$ cat src/rtl/reg_file_wr_arbiter_pkg.sv
// Shared definitions for the register-file write-port arbiter:
// FSM state encoding and the requester index constants.
package reg_file_wr_arbiter_pkg;

  typedef enum logic {
    ST_INIT = 1'b0,
    ST_RUN  = 1'b1
  } state_t;

  // Requester indices; also the values stored in the round-robin pointer.
  localparam logic [0:0] REQ0 = 1'b0;
  localparam logic [0:0] REQ1 = 1'b1;

  // Pointer value after reset, chosen so requester 0 wins the first contention.
  localparam logic [0:0] LAST_RESET = REQ1;

  // One-hot grant vector values.
  localparam logic [1:0] GRANT_NONE = 2'b00;
  localparam logic [1:0] GRANT_0    = 2'b01;
  localparam logic [1:0] GRANT_1    = 2'b10;

endpackage

$ cat src/rtl/reg_file_wr_arbiter_rr_arb2.sv
// Two-way round-robin arbiter: combinational one-hot grant from two request
// bits and the index of the requester granted most recently.
module rr_arb2
  import reg_file_wr_arbiter_pkg::*;
(
  input  logic [1:0] req,
  input  logic       last,
  output logic [1:0] grant
);

  always_comb begin
    // NOTE: assigning a default before the case means every path writes
    // grant, so no latch can be inferred for uncovered request patterns.
    grant = GRANT_NONE;
    case (req)
      2'b01:   grant = GRANT_0;
      2'b10:   grant = GRANT_1;
      2'b11:   grant = (last == REQ1) ? GRANT_0 : GRANT_1;
      default: grant = GRANT_NONE;
    endcase
  end

endmodule

$ cat src/rtl/reg_file_wr_arbiter.sv
// Owns the register file write port: zero-fills every entry after reset,
// then shares the port between two req/ack requesters in round-robin order.
module reg_file_wr_arbiter
  import reg_file_wr_arbiter_pkg::*;
#(
  parameter int B = 8,
  parameter int W = 2
) (
  input  logic         clk,
  input  logic         reset,
  input  logic         req0,
  input  logic [W-1:0] addr0,
  input  logic [B-1:0] data0,
  output logic         ack0,
  input  logic         req1,
  input  logic [W-1:0] addr1,
  input  logic [B-1:0] data1,
  output logic         ack1,
  output logic         init_busy,
  output logic         wr_en,
  output logic [W-1:0] w_addr,
  output logic [B-1:0] w_data
);

  state_t       state, state_n;
  logic [W:0]   cnt, cnt_n;
  logic         last, last_n;
  logic         wr_en_n, ack0_n, ack1_n, init_busy_n;
  logic [W-1:0] w_addr_n;
  logic [B-1:0] w_data_n;

  logic [1:0]   elig;
  logic [1:0]   grant;

  // A requester whose ack is high this cycle is still holding the request it
  // just completed; masking it stops the same write being issued twice.
  assign elig = {req1 & ~ack1, req0 & ~ack0};

  rr_arb2 u_rr_arb2 (
    .req   (elig),
    .last  (last),
    .grant (grant)
  );

  always_comb begin
    state_n     = state;
    cnt_n       = cnt;
    last_n      = last;
    wr_en_n     = 1'b0;
    ack0_n      = 1'b0;
    ack1_n      = 1'b0;
    init_busy_n = init_busy;
    w_addr_n    = w_addr;
    w_data_n    = w_data;

    case (state)
      ST_INIT: begin
        // The extra counter bit sets exactly when all 2**W entries are issued.
        if (!cnt[W]) begin
          wr_en_n     = 1'b1;
          w_addr_n    = cnt[W-1:0];
          w_data_n    = '0;
          cnt_n       = cnt + (W+1)'(1);
          init_busy_n = 1'b1;
        end else begin
          init_busy_n = 1'b0;
          state_n     = ST_RUN;
        end
      end

      ST_RUN: begin
        if (grant[REQ0]) begin
          wr_en_n  = 1'b1;
          w_addr_n = addr0;
          w_data_n = data0;
          ack0_n   = 1'b1;
          last_n   = REQ0;
        end else if (grant[REQ1]) begin
          wr_en_n  = 1'b1;
          w_addr_n = addr1;
          w_data_n = data1;
          ack1_n   = 1'b1;
          last_n   = REQ1;
        end
      end

      default: state_n = ST_INIT;
    endcase
  end

  // The register file itself has no reset; its contents are cleared by the
  // write sequence above rather than by a reset on the storage array.
  always_ff @(posedge clk) begin
    if (reset) begin
      state     <= ST_INIT;
      cnt       <= '0;
      last      <= LAST_RESET;
      wr_en     <= 1'b0;
      w_addr    <= '0;
      w_data    <= '0;
      ack0      <= 1'b0;
      ack1      <= 1'b0;
      init_busy <= 1'b1;
    end else begin
      // NOTE: non-blocking assignments so every register samples the
      // pre-edge values computed by the combinational block.
      state     <= state_n;
      cnt       <= cnt_n;
      last      <= last_n;
      wr_en     <= wr_en_n;
      w_addr    <= w_addr_n;
      w_data    <= w_data_n;
      ack0      <= ack0_n;
      ack1      <= ack1_n;
      init_busy <= init_busy_n;
    end
  end

  ack_exclusive : assert property (@(posedge clk) disable iff (reset)
    !(ack0 && ack1));

  ack_implies_write : assert property (@(posedge clk) disable iff (reset)
    (ack0 || ack1) |-> wr_en);

endmodule

$ cat config.mk
export PLATFORM = sky130hd
export DESIGN_NAME = reg_file_wr_arbiter
export DESIGN_NICKNAME = d
export VERILOG_FILES = /design/src/rtl/reg_file_wr_arbiter_pkg.sv /design/src/rtl/reg_file_wr_arbiter_rr_arb2.sv /design/src/rtl/reg_file_wr_arbiter.sv
export SDC_FILE = /design/constraint.sdc
export NUM_CORES = 1
export LEC_CHECK = 0
export CAP_MARGIN = 20
export CORE_UTILIZATION = 37
export CTS_CLUSTER_DIAMETER = 150
export CTS_CLUSTER_SIZE = 40
export DETAILED_ROUTE_END_ITERATION = 10
export GPL_ROUTABILITY_DRIVEN = 1
export PLACE_DENSITY = 0.74
export SLEW_MARGIN = 30
export SYNTH_ARGS = -nofsm -noshare
export SYNTH_HDL_FRONTEND = slang
export SYNTH_HIERARCHICAL = 1
export SYNTH_SLANG_ARGS = --single-unit
$ cat constraint.sdc
create_clock -name clk -period 1.88 [get_ports clk]
set_clock_uncertainty 0.15 [all_clocks]
set_input_delay 0.376 -clock clk [delete_from_list [all_inputs] [get_ports clk]]
set_output_delay 0.376 -clock clk [all_outputs]
set_load 0.01 [all_outputs]
==> out/metrics.cfg <==
[global_routing]
grt_overflow = 0
grt.total_usage = 0.181
antenna_found_initial = 0
grt_first_pass_wirelength_mm = 3.52
grt_max_degree = 16
grt_pass1_vias = 813

[timing]
hold_ws_ns = 0.322
layout_min_cycle_time_ns = 1.84
worst_pin_slew_ns = 0.513
finalSetupViolCount = 0
fin_tns_setup_ns = 0
fmax_mhz = 542
period_share = 0.981
slew_headroom = 0.657
grt_setup_unrepaired = true
hold_viol_final = 0
timing.final.max_slew_violations = 0

[cts]
cts-root-buf = clkbuf_4
cts_max_level = 1
cts_tree = built
clk_pin_slew_ns = 0.10
cts_buffer_depth = 2
worst_skew_pair.late_latency_ns = 0.29
numClockSinks = 19
cts_inserted_buffers = 3

[detailed_routing]
ant_nets = 0
first_pass_iters = 4
vias_per_cell = 5.06
drt_iter0_drc = 18
vias = 880
route.detailed.drc = 0
wire_per_inst_um = 13.1
drt_wl_total_mm = 2.28

[power_and_ir_drop]
cell_internal_pwr_w = 0.000817
vdd_ir_drop_max_v = 0.000721
p_total_w = 0.00120
power_switching_w = 0.000381
power.share.clock = 0.166
p_sw_frac = 0.318
p_leak_nw = 0.554
p_seq_frac = 0.438
p_per_area_nw_per_um2 = 820
power_frac_comb = 0.396

[worst_setup_path]
cp.arrival_ns = 1.88
crit_type = input pin to flip-flop
worst-path-buf-inv = 2
critPathRequiredTime_ns = 1.92
slowest_stage = clkdlybuf4s50_1
slowest_delay_ns = 0.45
cp_cell_sequence = clkdlybuf4s50_1, nor2b_4, a21boi_4, buf_6, mux2_4, o22ai_4, a21oi_1
end_kind = flip-flop
cpLargestDelayFamily = buffers and inverters
critPathMaxFanout = 6
setup.worst_path.start_class = input pin

[yosys]
yosys.area.top_type = dfxtp_1
synth.avg_cell_area_um2 = 8.93
yosysMostFrequentCell = dfxtp_1
async_reset_ff_frac = 0
synth_cells = 100
syn_area_um2 = 893
yosysWarningCount = 6
synth_edf_count = 0
synth_top_area_frac = 0.426
synthFlopType = dfxtp_1
yosysUniqueCellTypes = 29
ys_ff_latch = 19
ys_top_cells_by_area = dfxtp_1, mux2_2, a21oi_1, nand3_1, nand2_1
synth_common_cells = dfxtp_1, a21oi_1, mux2_2, nand2_1, nand3_1
synth_fp_nets = 125
seq_area_frac_synth = 0.426

[die]
fp.coreArea_um2 = 2230
fp.dieW_um = 51.1
io_pins = 38
die_y_um = 51.1
die_area_um2 = 2610
initial_utilization = 0.400
fp-row-count = 17

[layout]
regArea_um2 = 380
drive_gt1_frac = 0.219
instances_no_fill = 174
multi_input_area_um2 = 549
final_nets = 172
area_growth_pct = 63.4
n_antenna_cell = 0
filler_cell_count = 190

[min_path]
min_path_type = flip-flop to flip-flop

[job]
max_cap_viol_count = 0

[placed_design]
hpwl_mm = 1.62
portBuffers = 37
numPlacedInstances = 168
place.gp.congestion = 0.796

[status]
outcome = finished, final reports clean

## worst min-delay path: cells and delay by family, from the launching register on
kind               cells  cell delay, ns
AOI/OAI and AO/OA      1            0.05
and+or+nand+nor        1            0.06
DFF                    1            0.32
## repair_timing
action	CTS	global route
cloned	1	0
gates resized for setup	5	15
hold buffers	0	0
endpoints found under the setup margin	8	8
pin swaps	1	2
buffers inserted	0	1
## power groups by stage
stage / sequential, W / clock, W / combinational, W
final: 0.000524 / 0.000199 / 0.000475
after global routing: 0.000534 / 0.000231 / 0.000509
after CTS: 0.000520 / 0.000208 / 0.000427
after detailed placement: 0.000529 / 0 / 0.000413
after global placement: 0.000524 / 0 / 0.000401
after floorplan: 0.000527 / 0 / 0.000234
## registers in the layout (all words and copies together) (netlist names)
signal	flops
cnt	3
state	1
w_addr	2
wr_en	1
ack1	1
ack0	1
init_busy	1
last	1
w_data	8
## path summary, 6_finish.rpt
check / cells after the start / to / startpoint / slack, ns
worst min register to register: 2 / w_data[6]$_SDFFE_PP0P_ / w_data[6]$_SDFFE_PP0P_ / 0.32
worst max-delay path: 7 / w_addr[1]$_SDFFE_PP0P_ / req0 / 0.04
worst max register to register: 6 / w_addr[1]$_SDFFE_PP0P_ / ack0$_SDFF_PP0_ / 0.25
worst min-delay path: 2 / w_data[6]$_SDFFE_PP0P_ / w_data[6]$_SDFFE_PP0P_ / 0.32
## stage by stage
step | utilization | cell area (um^2) | worst slack, ns
after detailed placement | 0.596 | 1330 | -0.363
final | 0.654 | 1460 | 0.0366
after global placement | 0.596 | 1330 | -0.287
after floorplan | - | 893 | 0.0955
after CTS | 0.617 | 1380 | 0.000763
after global routing | 0.654 | 1460 | -0.0103
## metal layers
metal	routed length, um	global-route usage
met1	1070	0.233
met2	1070	0.307
met3	112	0.0298
met4	35	0.0556
met5	0	0
## logic make-up after synthesis
kind of cell	share of synthesized area
xor gates and xnor gates	0.00981
AOI/OAI and AO/OA	0.160
buffers and inverters	0.0476
adders and majority gates	0.0140
DFF	0.426
and+or+nand+nor	0.242
muxes	0.101
## cell usage in the layout, fill, tap and decap left out, drive strengths merged
cell	count
a21boi	2
a21oi	14
a31oi	2
buf	11
clkbuf	4
clkdlybuf4s50	37
dfxtp	19
ha	1
inv	2
mux2	8
nand2	8
nand2b	4
nand3	6
nor2	4
nor2b	3
nor3	3
nor3b	4
nor4b	1
o21a	1
o21ai	4
o22ai	2
or2	2
or3b	3
xnor2	1
## final cells by class
type | instances | share of cell area
inverters | 2 | 0.00514
well taps | 28 | 0.0240
repair buffers | 48 | 0.316
flip-flops and latches | 19 | 0.260
multi-input cells | 73 | 0.376
clock buffers | 4 | 0.0180
(Power assumes the default switching activity.)
